**src/rtl/receptor_ctrl.sv**
```systemverilog
// Sequencing controller for the receptor shift register: one shift per bit_tick,
// a dump cycle per word, then a valid/ready hand-off, NWORDS words per frame.
module receptor_ctrl #(
    parameter int SIZESREG = 16,
    parameter int NWORDS   = 4,
    parameter int BCNT_W   = $clog2(SIZESREG),
    parameter int WCNT_W   = (NWORDS > 1 ? $clog2(NWORDS) : 1)
) (
    input  logic              CLK,
    input  logic              RST,
    input  logic              start,
    input  logic              abort,
    input  logic              bit_tick,
    input  logic              word_ready,
    output logic              sr_enable,
    output logic              word_valid,
    output logic              busy,
    output logic [BCNT_W-1:0] bit_cnt,
    output logic [WCNT_W-1:0] word_cnt,
    output logic              frame_done,
    output logic              overrun
);

    typedef enum logic [1:0] {
        IDLE,
        SHIFT,
        DUMP,
        VALID
    } state_e;

    localparam logic [BCNT_W-1:0] BIT_LAST  = BCNT_W'(SIZESREG - 1);
    localparam logic [WCNT_W-1:0] WORD_LAST = WCNT_W'(NWORDS - 1);

    state_e              state_q, state_d;
    logic [BCNT_W-1:0]   bit_cnt_q, bit_cnt_d;
    logic [WCNT_W-1:0]   word_cnt_q, word_cnt_d;
    logic                word_valid_q, word_valid_d;
    logic                frame_done_q, frame_done_d;
    logic                overrun_q, overrun_d;

    always_comb begin
        state_d      = state_q;
        bit_cnt_d    = bit_cnt_q;
        word_cnt_d   = word_cnt_q;
        frame_done_d = 1'b0;
        overrun_d    = overrun_q;

        unique case (state_q)
            IDLE: begin
                if (start) begin
                    state_d    = SHIFT;
                    bit_cnt_d  = '0;
                    word_cnt_d = '0;
                    overrun_d  = 1'b0;
                end
            end
            SHIFT: begin
                if (bit_tick) begin
                    if (bit_cnt_q == BIT_LAST) begin
                        state_d   = DUMP;
                        bit_cnt_d = '0;
                    end else begin
                        bit_cnt_d = bit_cnt_q + BCNT_W'(1);
                    end
                end
            end
            DUMP: begin
                state_d = VALID;
                if (bit_tick) overrun_d = 1'b1;
            end
            VALID: begin
                if (bit_tick) overrun_d = 1'b1;
                if (word_ready) begin
                    if (word_cnt_q == WORD_LAST) begin
                        state_d      = IDLE;
                        word_cnt_d   = '0;
                        frame_done_d = 1'b1;
                    end else begin
                        state_d    = SHIFT;
                        word_cnt_d = word_cnt_q + WCNT_W'(1);
                    end
                end
            end
            default: state_d = IDLE;
        endcase

        // abort overrides everything but leaves the sticky overrun alone
        if (abort) begin
            state_d      = IDLE;
            bit_cnt_d    = '0;
            word_cnt_d   = '0;
            frame_done_d = 1'b0;
            overrun_d    = overrun_q;
        end

        word_valid_d = (state_d == VALID);
    end

    always_ff @(posedge CLK) begin
        if (RST) begin
            state_q      <= IDLE;
            bit_cnt_q    <= '0;
            word_cnt_q   <= '0;
            word_valid_q <= 1'b0;
            frame_done_q <= 1'b0;
            overrun_q    <= 1'b0;
        end else begin
            state_q      <= state_d;
            bit_cnt_q    <= bit_cnt_d;
            word_cnt_q   <= word_cnt_d;
            word_valid_q <= word_valid_d;
            frame_done_q <= frame_done_d;
            overrun_q    <= overrun_d;
        end
    end

    assign sr_enable  = (state_q == SHIFT) & bit_tick & ~abort & ~RST;
    assign word_valid = word_valid_q;
    assign busy       = (state_q != IDLE);
    assign bit_cnt    = bit_cnt_q;
    assign word_cnt   = word_cnt_q;
    assign frame_done = frame_done_q;
    assign overrun    = overrun_q;

endmodule

```
**config.mk**
```make
export PLATFORM = sky130hd
export DESIGN_NAME = receptor_ctrl
export DESIGN_NICKNAME = d
export VERILOG_FILES = /design/src/rtl/receptor_ctrl.sv
export SDC_FILE = /design/constraint.sdc
export NUM_CORES = 1
export LEC_CHECK = 0
export CAP_MARGIN = 30
export CORE_UTILIZATION = 35
export DETAILED_ROUTE_END_ITERATION = 8
export PLACE_DENSITY = 0.65
export SLEW_MARGIN = 20
export SYNTH_ARGS = -nofsm -noshare
export SYNTH_HDL_FRONTEND = slang
export SYNTH_SLANG_ARGS = --single-unit
export TNS_END_PERCENT = 10
```
**constraint.sdc**
```tcl
create_clock -name CLK -period 1.7 [get_ports CLK]
set_clock_uncertainty 0.15 [all_clocks]
set_input_delay 0.425 -clock CLK [delete_from_list [all_inputs] [get_ports CLK]]
set_output_delay 0.425 -clock CLK [all_outputs]
set_load 0.03 [all_outputs]
```
Word level (Yosys, flattened, before mapping)
Index checks and enable logic that the tools add are counted.
{"block": "op_classes", "n_addsub": 2, "eq_ne": 10, "muxes": 19, "bitwise": 7, "n_reduce_logical": 11}
{"operator": "two-way mux 2 bit", "count": 8}
{"operator": "two-way mux 4 bit", "count": 3}
{"operator": "== test 2 bit, second input constant", "count": 4}
{"operator": "case mux 2 bit (4 select lines)", "count": 1}
{"operator": "case mux 4 bit (2 select lines)", "count": 1}
{"operator": "nonzero test 2 bit", "count": 4}
{"operator": "inequality test 2 bit, second input constant", "count": 3}
{"operator": "AND reduction 3 bit", "count": 2}
{"operator": "adder 4 x 1 -> 4 bit, second input constant", "count": 1}
{"operator": "== test 4 bit, second input constant", "count": 1}
{"operator": "two-way mux 1 bit", "count": 4}
{"operator": "NOT 1 bit", "count": 4}
{"operator": "case mux 2 bit (2 select lines)", "count": 1}
{"operator": "AND reduction 4 bit", "count": 1}
{"operator": "OR reduction 2 bit", "count": 2}
{"operator": "OR reduction 4 bit", "count": 1}
{"operator": "AND 1 bit", "count": 3}
{"operator": "adder 2 x 1 -> 2 bit, second input constant", "count": 1}
{"operator": "== test 2 x 1 -> 1 bit, second input constant", "count": 1}
{"operator": "logical NOT 2 bit", "count": 1}
{"operator": "inequality test 2 x 1 -> 1 bit, second input constant", "count": 1}
{"operator": "case mux 1 bit (2 select lines)", "count": 1}
{"block": "word_totals", "reg_bits": 11, "inputBits": 6}

Longest topological paths before layout
Gate-level depths: netlist (run 1).
{"block": "logic_depth", "ltp_word": 6, "mapped_depth": 4}

Worst setup path after synthesis (run 1)
OpenSTA, ideal clock, no wires.
{"block": "synth_timing", "kind": "input port to output port", "startpoint": "input abort", "endpoint": "output sr_enable", "arrival_time_ns": 1.227, "setup_slack_ns": -0.102, "stages": 3, "path_buffers": 1, "path_cell_list": "or2_1 > clkbuf_1 > nor2_1"}
{"block": "synth_via", "elab_chain_cells": 3}
{"element": "from (decl)", "line": "12", "text": "input logic abort,"}
{"element": "NOT 1 bit (no line)"}
{"element": "AND 1 bit (2 in series)", "line": "117", "text": "assign sr_enable = (state_q == SHIFT) & bit_tick & ~abort & ~RST;"}
{"element": "to (decl)", "line": "15", "text": "output logic sr_enable,"}
No other way between the ends.

Final worst setup path (run 1)
{"block": "layout_timing", "startpoint": "register state_q[1]", "endpoint": "output sr_enable"}
{"block": "layout_via", "elab_chain_cells": 4}
{"element": "from (decl)", "line": "34", "text": "state_e state_q, state_d;"}
{"element": "from (signal assigned)", "line": "108", "text": "state_q <= state_d;"}
{"element": "== test 2 x 1 -> 1 bit", "line": "117"}
{"element": "AND 1 bit (3 in series)", "line": "117"}
No other way between the ends.

==> metrics.txt, run 1 <==
# TYPE chip_impl_metric gauge
chip_impl_metric{name="final-max-slew-violation-count",unit=""} 0
chip_impl_metric{name="fill_cells",unit=""} 136
chip_impl_metric{name="routed_wl",unit="um"} 1330
chip_impl_info{name="timing.critical_path.from_type",value="flop"} 1
chip_impl_metric{name="synth_nets",unit=""} 73
chip_impl_metric{name="grtUsageTotal",unit="%"} 16.3
chip_impl_metric{name="rows",unit=""} 13
chip_impl_metric{name="placement.setup.worst_slack",unit="ns"} -0.243
chip_impl_metric{name="post-dp-hpwl",unit="um"} 1020
chip_impl_info{name="synthDominantAreaCellType",value="sky130_fd_sc_hd__dfxtp_1"} 1
chip_impl_info{name="element_type_at_the_critical_path_end",value="primary output"} 1
chip_impl_metric{name="num-nets-final",unit=""} 107
chip_impl_metric{name="r2r.worst_path.cells",unit=""} 6
chip_impl_metric{name="finish.cell_count_without_fillers",unit=""} 113
chip_impl_metric{name="synthesis.area_per_instance",unit="um2"} 8.45
chip_impl_metric{name="pwr_density_cell",unit="mW/mm2"} 583
chip_impl_metric{name="cts_max_path_buffers",unit=""} 2
chip_impl_metric{name="route.detailed.vias_per_inst",unit=""} 5.23
chip_impl_metric{name="power.leakage",unit="nW"} 0.382
chip_impl_metric{name="max-vdd-ir-drop",unit="mV"} 0.364
chip_impl_metric{name="grt_use_met1",unit="%"} 21.2
chip_impl_metric{name="cts_htree_levels",unit=""} 1
chip_impl_info{name="path_delay_family",value="flip-flops"} 1
chip_impl_metric{name="setup_slack_after_layout",unit="ns"} 0.0479
chip_impl_metric{name="drtAntennaViolNets",unit=""} 0
chip_impl_info{name="postSynth.topFlopCell",value="sky130_fd_sc_hd__dfxtp_1"} 1
chip_impl_metric{name="worst_slew_pin_slew",unit="ns"} 0.308
chip_impl_metric{name="final_period_minus_worst_setup_slack",unit="ns"} 1.65
chip_impl_metric{name="synthesis.instances",unit=""} 65
chip_impl_metric{name="grt.met3_usage",unit="%"} 4.35
chip_impl_metric{name="routabilityCongestion",unit=""} 0.781
chip_impl_metric{name="overflow_left_after_global_routing",unit=""} 0
chip_impl_info{name="global_route_hottest_layer",value="met2"} 1
chip_impl_metric{name="grt.met2_usage",unit="%"} 23.1
chip_impl_info{name="cts_tree",value="yes"} 1
chip_impl_metric{name="regToRegSetupSlack",unit="ns"} 0.23
chip_impl_metric{name="post_synth_fa_ha_maj_area_fraction",unit="%"} 4.56
chip_impl_info{name="netlist_top_cells_area",value="sky130_fd_sc_hd__dfxtp_1 40%, sky130_fd_sc_hd__o21ai_0 6.4%, sky130_fd_sc_hd__nand4_1 5.7%, sky130_fd_sc_hd__a21oi_1 5.5%, sky130_fd_sc_hd__ha_1 4.6%"} 1
chip_impl_metric{name="grt_max_degree",unit=""} 10
chip_impl_metric{name="start_util",unit="%"} 39.7
chip_impl_metric{name="dieWidth",unit="um"} 41.6
chip_impl_metric{name="yosys.area.top_type_share",unit="%"} 40.1
chip_impl_metric{name="synth-xor-area-share",unit="%"} 0
chip_impl_metric{name="design.portCount",unit=""} 17
chip_impl_metric{name="clock_slew_seen_by_the_registers_of_the_worst_setup_and_hold_paths",unit="ns"} 0.07
chip_impl_info{name="critical_path_class",value="reg2out"} 1
chip_impl_metric{name="fin_setup_tns",unit="ns"} 0
chip_impl_metric{name="drive_above_1_share",unit="%"} 28.6
chip_impl_metric{name="synth.area.mux_share",unit="%"} 1.82
chip_impl_metric{name="final_min_period_over_clock_period",unit="%"} 97.2
chip_impl_metric{name="grt_pass1_vias",unit=""} 512
chip_impl_metric{name="synth.cell_area",unit="um2"} 549
chip_impl_metric{name="timing.critical_path.depth",unit=""} 3
chip_impl_info{name="main_combinational_cell_family_by_area_after_synthesis",value="simple AND/OR/NAND/NOR gates"} 1
chip_impl_metric{name="critical_path_peak_fanout",unit=""} 9
chip_impl_metric{name="clk-insertion-delay-late",unit="ns"} 0.27
chip_impl_metric{name="max_stage_delay",unit="ns"} 0.37
chip_impl_metric{name="synth-edff-count",unit=""} 0
chip_impl_metric{name="cp_data_required_time",unit="ns"} 1.12
chip_impl_info{name="grt_setup_unrepaired",value="no"} 1
chip_impl_metric{name="die_area",unit="mm2"} 0.00173
chip_impl_metric{name="whs",unit="ns"} 0.267
chip_impl_metric{name="async_flop_share",unit="%"} 0
chip_impl_info{name="clock_tree.root_cell",value="sky130_fd_sc_hd__clkbuf_4"} 1
chip_impl_info{name="worstPathCellList",value="nand3b_1 -> nor2_2 -> buf_6"} 1
chip_impl_metric{name="post_cts_hold_buffer_count",unit=""} 0
chip_impl_metric{name="yosysSeqAreaShare",unit="%"} 40.1
chip_impl_metric{name="worst_slew_margin_rel",unit="%"} 79.5
chip_impl_info{name="timing.critical_path.slowest_stage_cell",value="sky130_fd_sc_hd__dfxtp_4"} 1
chip_impl_metric{name="n_antenna_cell",unit=""} 0
chip_impl_info{name="status",value="finished, final reports clean"} 1
chip_impl_metric{name="io_buffers",unit=""} 16
chip_impl_metric{name="synth_compound_area_share",unit="%"} 17.1
chip_impl_metric{name="grt_first_pass_wirelength",unit="um"} 2120
chip_impl_metric{name="cp_data_arrival_time",unit="ns"} 1.08
chip_impl_info{name="hold_class",value="in2reg"} 1
chip_impl_metric{name="antenna_violations_before_repair",unit=""} 0
chip_impl_metric{name="coreArea",unit="mm2"} 0.00138
chip_impl_metric{name="timing.max_cap.violations",unit=""} 0
chip_impl_metric{name="worst-path-buf-inv",unit=""} 1
chip_impl_metric{name="dpl.cell_count",unit=""} 107
chip_impl_metric{name="final_hold_viol_count",unit=""} 0
chip_impl_metric{name="hold_depth",unit=""} 3
chip_impl_info{name="synth.most_common_cell",value="sky130_fd_sc_hd__dfxtp_1"} 1
chip_impl_metric{name="synth_simple_gate_area_share",unit="%"} 33.9
chip_impl_metric{name="yosysWarningCount",unit=""} 0
chip_impl_metric{name="drt-pass1-iter-count",unit=""} 3
chip_impl_metric{name="drt-wirelength-per-cell",unit="um"} 11.7
chip_impl_metric{name="total_number_of_vias",unit=""} 591
chip_impl_metric{name="drc",unit=""} 0
chip_impl_info{name="synth.top_cells.by_count",value="11 x sky130_fd_sc_hd__dfxtp_1, 7 x sky130_fd_sc_hd__o21ai_0, 6 x sky130_fd_sc_hd__a21oi_1, 6 x sky130_fd_sc_hd__nor2_1"} 1
chip_impl_metric{name="postSynthRegisterBits",unit=""} 11
chip_impl_metric{name="starting_drt_drc_count",unit=""} 10
chip_impl_metric{name="max_freq",unit="GHz"} 0.605
chip_impl_metric{name="synth_cell_types",unit=""} 27
chip_impl_metric{name="number_of_buffers_added_by_the_clock_tree_synthesis_step",unit=""} 3
chip_impl_metric{name="area_growth_from_synthesis_to_layout",unit="%"} 55.6
chip_impl_metric{name="timing.final.setup_violations",unit=""} 0
chip_impl_metric{name="die_ht",unit="um"} 41.6
chip_impl_metric{name="cts.sinks",unit=""} 11
-- path summary, 6_finish.rpt --
path,start,end
worst max-delay path,state_q[1]$_SDFF_PP0_,sr_enable
worst min-delay path,RST,overrun$_SDFFE_PP0P_
worst max register to register,bit_cnt[0]$_SDFFE_PP0P_,word_valid$_SDFF_PP0_
worst min register to register,overrun$_SDFFE_PP0P_,overrun$_SDFFE_PP0P_
-- tightest hold or removal path: cells and delay by family --
kind,cells,cell delay (ns)
buffers and inverters,2,0.19
AO/OA/AOI/OAI,1,0.03
-- power by group --
group / switching, mW / internal, mW / total (mW)
registers: 0.00243 / 0.258 / 0.260
logic: 0.0271 / 0.0334 / 0.0605
clock network: 0.0866 / 0.0909 / 0.177
total: 0.116 / 0.382 / 0.498
-- metrics by stage --
step / utilization, % / area (um2) / power, mW
floorplan: - / 552 / 0.289
global placement: 59.1 / 817 / 0.326
detailed placement: 59.1 / 817 / 0.326
CTS: 61.0 / 843 / 0.505
global route: 61.8 / 855 / 0.522
finish: 61.8 / 855 / 0.498
-- cells by family after synthesis --
group                    Yosys count
adder cells (fa/ha/maj)            2
flip-flops                        11
multiplexers                       1
buffers and inverters              3
AND/OR/NAND/NOR                   31
AO/OA/AOI/OAI                     17
-- registers in the layout (all words and copies together) (netlist names) --
register,flops
bit_cnt,4
frame_done,1
overrun,1
state_q,2
word_cnt,2
word_valid,1
-- cells in the final DEF (no fill, tap or decap), types with 2 or more instances in the layout --
| master | instances |
|---|---|
| sky130_fd_sc_hd__o21ai_0 | 7 |
| sky130_fd_sc_hd__dlygate4sd2_1 | 9 |
| sky130_fd_sc_hd__dfxtp_1 | 9 |
| sky130_fd_sc_hd__nor2_1 | 5 |
| sky130_fd_sc_hd__nand4_1 | 5 |
| sky130_fd_sc_hd__clkbuf_2 | 2 |
| sky130_fd_sc_hd__buf_6 | 2 |
| sky130_fd_sc_hd__ha_1 | 2 |
| sky130_fd_sc_hd__clkdlybuf4s50_1 | 2 |
| sky130_fd_sc_hd__a21boi_0 | 2 |
| sky130_fd_sc_hd__nand3b_1 | 2 |
| sky130_fd_sc_hd__a21oi_1 | 6 |
| sky130_fd_sc_hd__buf_4 | 16 |
| sky130_fd_sc_hd__clkbuf_4 | 3 |
| sky130_fd_sc_hd__nand3_1 | 5 |
-- layer usage --
layer,up-vias,share of wire (%)
met3,5,4.5
li1,311,-
met4,0,3.0
met2,13,43
met1,262,49
met5,-,0
-- timing repair --
| item | CTS | global route |
|---|---|---|
| pin swaps | 2 | 3 |
| endpoints found under the setup margin | 11 | 2 |
| gates resized for setup | 14 | 8 |
| buffers inserted | 1 | 1 |
-- final cells by class --
cell class                 instances  area [um2]  area share [%]
clock buffer                       4        26.3            3.07
multi-input combinational         51         320            37.5
sequential                        11         225            26.4
tap                               15        18.8            2.20
timing repair buffer              32         264            30.9
(Power assumes the default switching activity.)
==> run 2, diff against run 1 <==
- CELL_PAD_IN_SITES_DETAIL_PLACEMENT: not set -> 1
- CELL_PAD_IN_SITES_GLOBAL_PLACEMENT: not set -> 2
- CORE_UTILIZATION: 35 -> 24
- PLACE_DENSITY: 0.65 -> 0.75
==> run 2 against run 1 <==
Register-to-register slack lost 0.08 ns. Flip-flop and latch count is the same. Clock power grew 3%. Final area grew 4.5%. Via count grew 5.2%. Wire length grew 24%. Global-route usage shrank 1.4 points. Setup slack lost 0.015 ns.
==> metrics.txt, run 2 (synthesis results as in run 1) <==
# TYPE chip_impl_metric gauge
chip_impl_metric{name="antenna_violations_before_repair",unit=""} 0
chip_impl_metric{name="fill_cells",unit=""} 268
chip_impl_info{name="grt_setup_unrepaired",value="yes"} 1
chip_impl_metric{name="final_hold_viol_count",unit=""} 0
chip_impl_metric{name="grt_pass1_vias",unit=""} 644
chip_impl_metric{name="drtAntennaViolNets",unit=""} 0
chip_impl_info{name="element_type_at_the_critical_path_end",value="primary output"} 1
chip_impl_metric{name="number_of_buffers_added_by_the_clock_tree_synthesis_step",unit=""} 3
chip_impl_info{name="most_common_cell_after_layout_fill_and_taps_aside",value="sky130_fd_sc_hd__buf_4"} 1
chip_impl_info{name="hold_start",value="RST"} 1
chip_impl_metric{name="regToRegSetupSlack",unit="ns"} 0.15
chip_impl_metric{name="power.leakage",unit="nW"} 0.404
chip_impl_metric{name="die_area",unit="mm2"} 0.00248
chip_impl_metric{name="cts_htree_levels",unit=""} 1
chip_impl_metric{name="post-dp-hpwl",unit="um"} 1270
chip_impl_metric{name="cts.sinks",unit=""} 11
chip_impl_metric{name="grt_first_pass_wirelength",unit="um"} 2800
chip_impl_metric{name="overflow_left_after_global_routing",unit=""} 0
chip_impl_metric{name="drive_above_1_share",unit="%"} 27.3
chip_impl_metric{name="clock_slew_seen_by_the_registers_of_the_worst_setup_and_hold_paths",unit="ns"} 0.08
chip_impl_metric{name="starting_drt_drc_count",unit=""} 1
chip_impl_metric{name="clk-insertion-delay-late",unit="ns"} 0.27
chip_impl_metric{name="worst_slew_margin_rel",unit="%"} 81.6
chip_impl_metric{name="power",unit="mW"} 0.506
chip_impl_metric{name="largest_register_ff_count",unit=""} 4
chip_impl_metric{name="routabilityCongestion",unit=""} 0.767
chip_impl_metric{name="final-max-slew-violation-count",unit=""} 0
chip_impl_metric{name="die_ht",unit="um"} 49.8
chip_impl_metric{name="final_min_period_over_clock_period",unit="%"} 98.1
chip_impl_info{name="crit-reg2reg-launch",value="state_q[1]$_SDFF_PP0_"} 1
chip_impl_metric{name="rows",unit=""} 16
chip_impl_metric{name="route.detailed.vias_per_inst",unit=""} 4.94
chip_impl_metric{name="drt-pass1-iter-count",unit=""} 4
chip_impl_metric{name="worst_slew_pin_slew",unit="ns"} 0.269
chip_impl_metric{name="area_growth_from_synthesis_to_layout",unit="%"} 62.6
chip_impl_metric{name="final_core_utilization",unit="%"} 43.3
chip_impl_metric{name="r2r.worst_path.cells",unit=""} 5
chip_impl_metric{name="routed_wl",unit="um"} 1640
chip_impl_metric{name="max_stage_delay",unit="ns"} 0.37
chip_impl_metric{name="timing.max_cap.violations",unit=""} 0
chip_impl_metric{name="hold_depth",unit=""} 3
chip_impl_metric{name="drc",unit=""} 0
chip_impl_info{name="timing.critical_path.from_type",value="flop"} 1
chip_impl_info{name="worstPathCellList",value="or2_2 -> buf_6"} 1
chip_impl_metric{name="coreArea",unit="mm2"} 0.00206
chip_impl_metric{name="drt-wirelength-per-cell",unit="um"} 13.0
chip_impl_metric{name="design.portCount",unit=""} 17
chip_impl_info{name="cts_tree",value="yes"} 1
chip_impl_metric{name="total_number_of_vias",unit=""} 622
chip_impl_metric{name="final_period_minus_worst_setup_slack",unit="ns"} 1.67
chip_impl_metric{name="critical_path_peak_fanout",unit=""} 5
chip_impl_metric{name="cp_data_required_time",unit="ns"} 1.12
chip_impl_metric{name="pwr_density_cell",unit="mW/mm2"} 566
chip_impl_metric{name="timing.final.setup_violations",unit=""} 0
chip_impl_metric{name="grtUsageTotal",unit="%"} 15.0
chip_impl_metric{name="worst-path-buf-inv",unit=""} 1
chip_impl_metric{name="post_cts_hold_buffer_count",unit=""} 0
chip_impl_info{name="critical_path_class",value="reg2out"} 1
chip_impl_metric{name="cts_max_path_buffers",unit=""} 2
chip_impl_metric{name="dieWidth",unit="um"} 49.8
chip_impl_info{name="mostFrequentLayoutCells",value="17 x sky130_fd_sc_hd__buf_4, 9 x sky130_fd_sc_hd__dfxtp_1, 8 x sky130_fd_sc_hd__dlygate4sd2_1"} 1
chip_impl_info{name="clock_tree.root_cell",value="sky130_fd_sc_hd__clkbuf_4"} 1
chip_impl_info{name="r2r_end",value="word_cnt[0]$_SDFFE_PP0P_"} 1
chip_impl_info{name="timing.critical_path.slowest_stage_cell",value="sky130_fd_sc_hd__dfxtp_4"} 1
chip_impl_metric{name="grt_max_degree",unit=""} 10
chip_impl_metric{name="num-nets-final",unit=""} 108
chip_impl_metric{name="start_util",unit="%"} 26.6
chip_impl_info{name="worstSetupStartpoint",value="state_q[1]$_SDFF_PP0_"} 1
chip_impl_info{name="hold-path-endpoint",value="overrun$_SDFFE_PP0P_"} 1
chip_impl_metric{name="io_buffers",unit=""} 16
chip_impl_info{name="path_delay_family",value="flip-flops"} 1
chip_impl_metric{name="cp_data_arrival_time",unit="ns"} 1.09
chip_impl_metric{name="max-vdd-ir-drop",unit="mV"} 0.236
chip_impl_info{name="hold_class",value="in2reg"} 1
chip_impl_metric{name="max_freq",unit="GHz"} 0.600
chip_impl_info{name="status",value="finished, final reports clean"} 1
chip_impl_metric{name="n_antenna_cell",unit=""} 0
==> run 2: power breakdown <==
part / leakage, nW / internal [mW] / total (mW) / switching (mW)
Clock: 0.0150 / 0.0908 / 0.183 / 0.0918
Combinational: 0.298 / 0.0349 / 0.0651 / 0.0302
Sequential: 0.0902 / 0.256 / 0.258 / 0.00134
Total: 0.404 / 0.382 / 0.506 / 0.123
==> run 2: tightest hold or removal path: cells and delay by family <==
| family | cells | cell delay, ns |
|---|---|---|
| buf+inv | 2 | 0.22 |
| compound gates | 1 | 0.03 |
==> run 2: metrics by stage <==
| step | setup WS (ns) | TNS [ns] | area (um2) | hold WS, ns | std cells |
|---|---|---|---|---|---|
| 2_1_floorplan | 0.0170 | 0 | 552 | 0.344 | 65 |
| 3_3_place_gp | -0.240 | -1.27 | 840 | 0.328 | 120 |
| 3_5_place_dp | -0.235 | -1.63 | 840 | 0.335 | 120 |
| 4_1_cts | -0.229 | -0.234 | 861 | 0.345 | 124 |
| 5_1_grt | -0.0382 | -0.0510 | 893 | 0.307 | 126 |
| 6_report | 0.0327 | 0 | 893 | 0.299 | 126 |
==> run 2: how the worst max path moves through the flow <==
stage                      to  slack (ns)  cells past startpoint
floorplan           sr_enable        0.02                      3
global placement    sr_enable       -0.24                      4
detailed placement  sr_enable       -0.23                      4
CTS                 sr_enable       -0.23                      4
global route        sr_enable       -0.04                      3
finish                   busy        0.03                      2
==> run 2: timing repair <==
| item | CTS | global route |
|---|---|---|
| resized for setup | 12 | 7 |
| buffers inserted | 0 | 2 |
| pin swaps | 0 | 2 |
| endpoints found under the setup margin | 11 | 4 |
| cloned | 0 | 0 |
==> run 2: final cells by class <==
cell class / count / area (um2) / share of cell area [%]
Tap cell: 27 / 33.8 / 3.78
Clock buffer: 4 / 26.3 / 2.94
Multi-Input combinational cell: 51 / 318 / 35.6
Sequential cell: 11 / 228 / 25.5
Timing Repair Buffer: 33 / 288 / 32.2
==> run 2: metal layers <==
| metal | vias to the layer above | track usage [%] | part of all wire [%] |
|---|---|---|---|
| li1 | 313 | - | - |
| met1 | 296 | 16.9 | 43 |
| met2 | 11 | 26.4 | 52 |
| met3 | 2 | 3.09 | 3.6 |
| met4 | 0 | 7.14 | 0.85 |
| met5 | - | 0 | 0 |
==> run 3, diff against run 2 <==
- CORE_MARGIN: not set -> 8
==> run 3 against run 2 <==
Hold slack worse by 0.032 ns. Die area increased by 64%. First-iteration DRC count increased to 3.0 times the previous value. Wire length rose by 1.3%. Maximum frequency is 2.3% higher. Count of clock-buffer cells in the layout down 1. Final cell count decreased by 2.4%. Setup slack better by 0.038 ns. Clock power is essentially flat.
==> metrics.txt, run 3 (synthesis results as in run 1) <==
# TYPE chip_impl_metric gauge
chip_impl_metric{name="die_ht",unit="um"} 63.8
chip_impl_metric{name="layout.cell_area.non_filler",unit="um2"} 846
chip_impl_metric{name="cts_htree_levels",unit=""} 1
chip_impl_metric{name="routabilityCongestion",unit=""} 0.772
chip_impl_info{name="grt_setup_unrepaired",value="no"} 1
chip_impl_metric{name="design.portCount",unit=""} 17
chip_impl_metric{name="dieWidth",unit="um"} 63.8
chip_impl_metric{name="num-nets-final",unit=""} 104
chip_impl_metric{name="timing.final.setup_violations",unit=""} 0
chip_impl_metric{name="finish.cell_count_without_fillers",unit=""} 123
chip_impl_metric{name="rows",unit=""} 17
chip_impl_metric{name="r2r.worst_path.cells",unit=""} 6
chip_impl_metric{name="final_min_period_over_clock_period",unit="%"} 95.9
chip_impl_metric{name="coreArea",unit="mm2"} 0.00219
chip_impl_info{name="r2r_end",value="word_valid$_SDFF_PP0_"} 1
chip_impl_info{name="timing.critical_path.to",value="sr_enable"} 1
chip_impl_metric{name="dpl.cell_count",unit=""} 118
chip_impl_metric{name="clk-insertion-delay-late",unit="ns"} 0.27
chip_impl_info{name="most_common_cell_after_layout_fill_and_taps_aside",value="sky130_fd_sc_hd__buf_4"} 1
chip_impl_metric{name="regToRegSetupSlack",unit="ns"} 0.22
chip_impl_metric{name="drc",unit=""} 0
chip_impl_metric{name="routed_wl",unit="um"} 1660
chip_impl_metric{name="postPlaceCellArea",unit="um2"} 816
chip_impl_metric{name="area_growth_from_synthesis_to_layout",unit="%"} 54.0
chip_impl_metric{name="grt_max_degree",unit=""} 15
chip_impl_metric{name="largest_register_ff_count",unit=""} 4
chip_impl_metric{name="route.detailed.vias_per_inst",unit=""} 4.98
chip_impl_metric{name="total_number_of_vias",unit=""} 612
chip_impl_metric{name="grt_first_pass_wirelength",unit="um"} 2960
chip_impl_metric{name="clock_slew_seen_by_the_registers_of_the_worst_setup_and_hold_paths",unit="ns"} 0.08
chip_impl_metric{name="final_period_minus_worst_setup_slack",unit="ns"} 1.63
chip_impl_metric{name="cp_data_arrival_time",unit="ns"} 1.05
chip_impl_info{name="clock_tree.root_cell",value="sky130_fd_sc_hd__clkbuf_4"} 1
chip_impl_metric{name="antenna_violations_before_repair",unit=""} 0
chip_impl_info{name="status",value="finished, final reports clean"} 1
chip_impl_info{name="hold_class",value="in2reg"} 1
chip_impl_metric{name="cts_max_path_buffers",unit=""} 2
chip_impl_metric{name="grtUsageTotal",unit="%"} 8.87
chip_impl_metric{name="io_buffers",unit=""} 16
chip_impl_metric{name="whs",unit="ns"} 0.268
chip_impl_info{name="timing.critical_path.from_type",value="flop"} 1
chip_impl_metric{name="worst_slew_pin_slew",unit="ns"} 0.309
chip_impl_metric{name="n_antenna_cell",unit=""} 0
chip_impl_metric{name="drive_above_1_share",unit="%"} 28.4
chip_impl_info{name="mostFrequentLayoutCells",value="14 x sky130_fd_sc_hd__buf_4, 9 x sky130_fd_sc_hd__dfxtp_1, 8 x sky130_fd_sc_hd__dlygate4sd2_1"} 1
chip_impl_info{name="worstSetupStartpoint",value="state_q[1]$_SDFF_PP0_"} 1
chip_impl_metric{name="starting_drt_drc_count",unit=""} 3
chip_impl_metric{name="number_of_buffers_added_by_the_clock_tree_synthesis_step",unit=""} 3
chip_impl_info{name="cts_tree",value="yes"} 1
chip_impl_metric{name="start_util",unit="%"} 25.1
chip_impl_metric{name="critical_path_peak_fanout",unit=""} 4
chip_impl_metric{name="max-vdd-ir-drop",unit="mV"} 0.409
chip_impl_info{name="element_type_at_the_critical_path_end",value="primary output"} 1
chip_impl_metric{name="timing.max_cap.violations",unit=""} 0
chip_impl_metric{name="post-dp-hpwl",unit="um"} 1310
chip_impl_metric{name="drt-wirelength-per-cell",unit="um"} 13.5
chip_impl_metric{name="final_hold_viol_count",unit=""} 0
chip_impl_metric{name="power.leakage",unit="nW"} 0.357
chip_impl_metric{name="cts.sinks",unit=""} 11
chip_impl_metric{name="drt-pass1-iter-count",unit=""} 2
chip_impl_info{name="crit-reg2reg-launch",value="bit_cnt[0]$_SDFFE_PP0P_"} 1
chip_impl_metric{name="pwr_density_cell",unit="mW/mm2"} 590
chip_impl_metric{name="fill_cells",unit=""} 274
chip_impl_metric{name="drtAntennaViolNets",unit=""} 0
chip_impl_metric{name="die_area",unit="mm2"} 0.00408
chip_impl_info{name="critical_path_class",value="reg2out"} 1
chip_impl_metric{name="final_core_utilization",unit="%"} 38.6
chip_impl_metric{name="grt_pass1_vias",unit=""} 651
chip_impl_metric{name="worst_slew_margin_rel",unit="%"} 79.5
chip_impl_metric{name="final-max-slew-violation-count",unit=""} 0
chip_impl_metric{name="cp_data_required_time",unit="ns"} 1.12
chip_impl_metric{name="fin_setup_tns",unit="ns"} 0
chip_impl_metric{name="max_freq",unit="GHz"} 0.614
chip_impl_metric{name="overflow_left_after_global_routing",unit=""} 0
[run 3: cell count changes in the layout (fill, tap and decap cells not counted), sizes merged]
cell / delta
buf: -3
clkbuf: +1
clkinv: +1
dlymetal6s2s: -3
[run 3: where the power goes]
part	leakage [nW]	switching [mW]	internal, mW
sequential	0.0900	0.00227	0.258
combinational	0.249	0.0278	0.0305
clock	0.0177	0.0931	0.0871
total	0.357	0.123	0.376
[run 3: how the worst min path moves through the flow]
stage | start | end | slack (ns) | cells after the start
2_1_floorplan | RST | overrun$_SDFFE_PP0P_ | 0.34 | 1
3_3_place_gp | word_cnt[1]$_SDFFE_PP0P_ | word_cnt[1]$_SDFFE_PP0P_ | 0.33 | 2
3_5_place_dp | word_cnt[1]$_SDFFE_PP0P_ | word_cnt[1]$_SDFFE_PP0P_ | 0.33 | 2
4_1_cts | word_cnt[1]$_SDFFE_PP0P_ | word_cnt[1]$_SDFFE_PP0P_ | 0.35 | 2
5_1_grt | RST | overrun$_SDFFE_PP0P_ | 0.27 | 3
6_report | RST | overrun$_SDFFE_PP0P_ | 0.27 | 3
[run 3: worst max-delay path: stages (launching register included)]
cell and delay, ns:
sky130_fd_sc_hd__dfxtp_2 0.34, sky130_fd_sc_hd__nand3b_1 0.18, sky130_fd_sc_hd__nor2_2 0.12, sky130_fd_sc_hd__buf_6 0.14
[run 3: per-layer routing]
| layer | GRT usage [%] | part of all wire, % | up-vias |
|---|---|---|---|
| met5 | 0 | 0 | - |
| met4 | 2.51 | 0.84 | 0 |
| met3 | 4.18 | 4.8 | 2 |
| met2 | 14.9 | 50 | 11 |
| met1 | 9.73 | 45 | 296 |
| li1 | - | - | 303 |
[run 3: area by class of cell]
cell class,count,area (um2),area share [%]
Clock buffer,3,22.5,2.66
Sequential cell,11,225,26.6
Clock inverter,1,5.00,0.592
Multi-Input combinational cell,51,320,37.9
Timing Repair Buffer,29,238,28.1
Tap cell,28,35.0,4.14
[run 3: timing repair]
action,CTS,global route
resized for setup,13,9
hold buffers,0,0
endpoints found under the setup margin,10,3
buffers inserted,0,1
pin swaps,2,2
[run 3: per-stage QoR]
stage / total power, mW / setup slack [ns]
floorplan: 0.289 / 0.0170
finish: 0.499 / 0.0703
global placement: 0.326 / -0.244
CTS: 0.509 / -0.0470
detailed placement: 0.326 / -0.265
global route: 0.531 / 0.00351
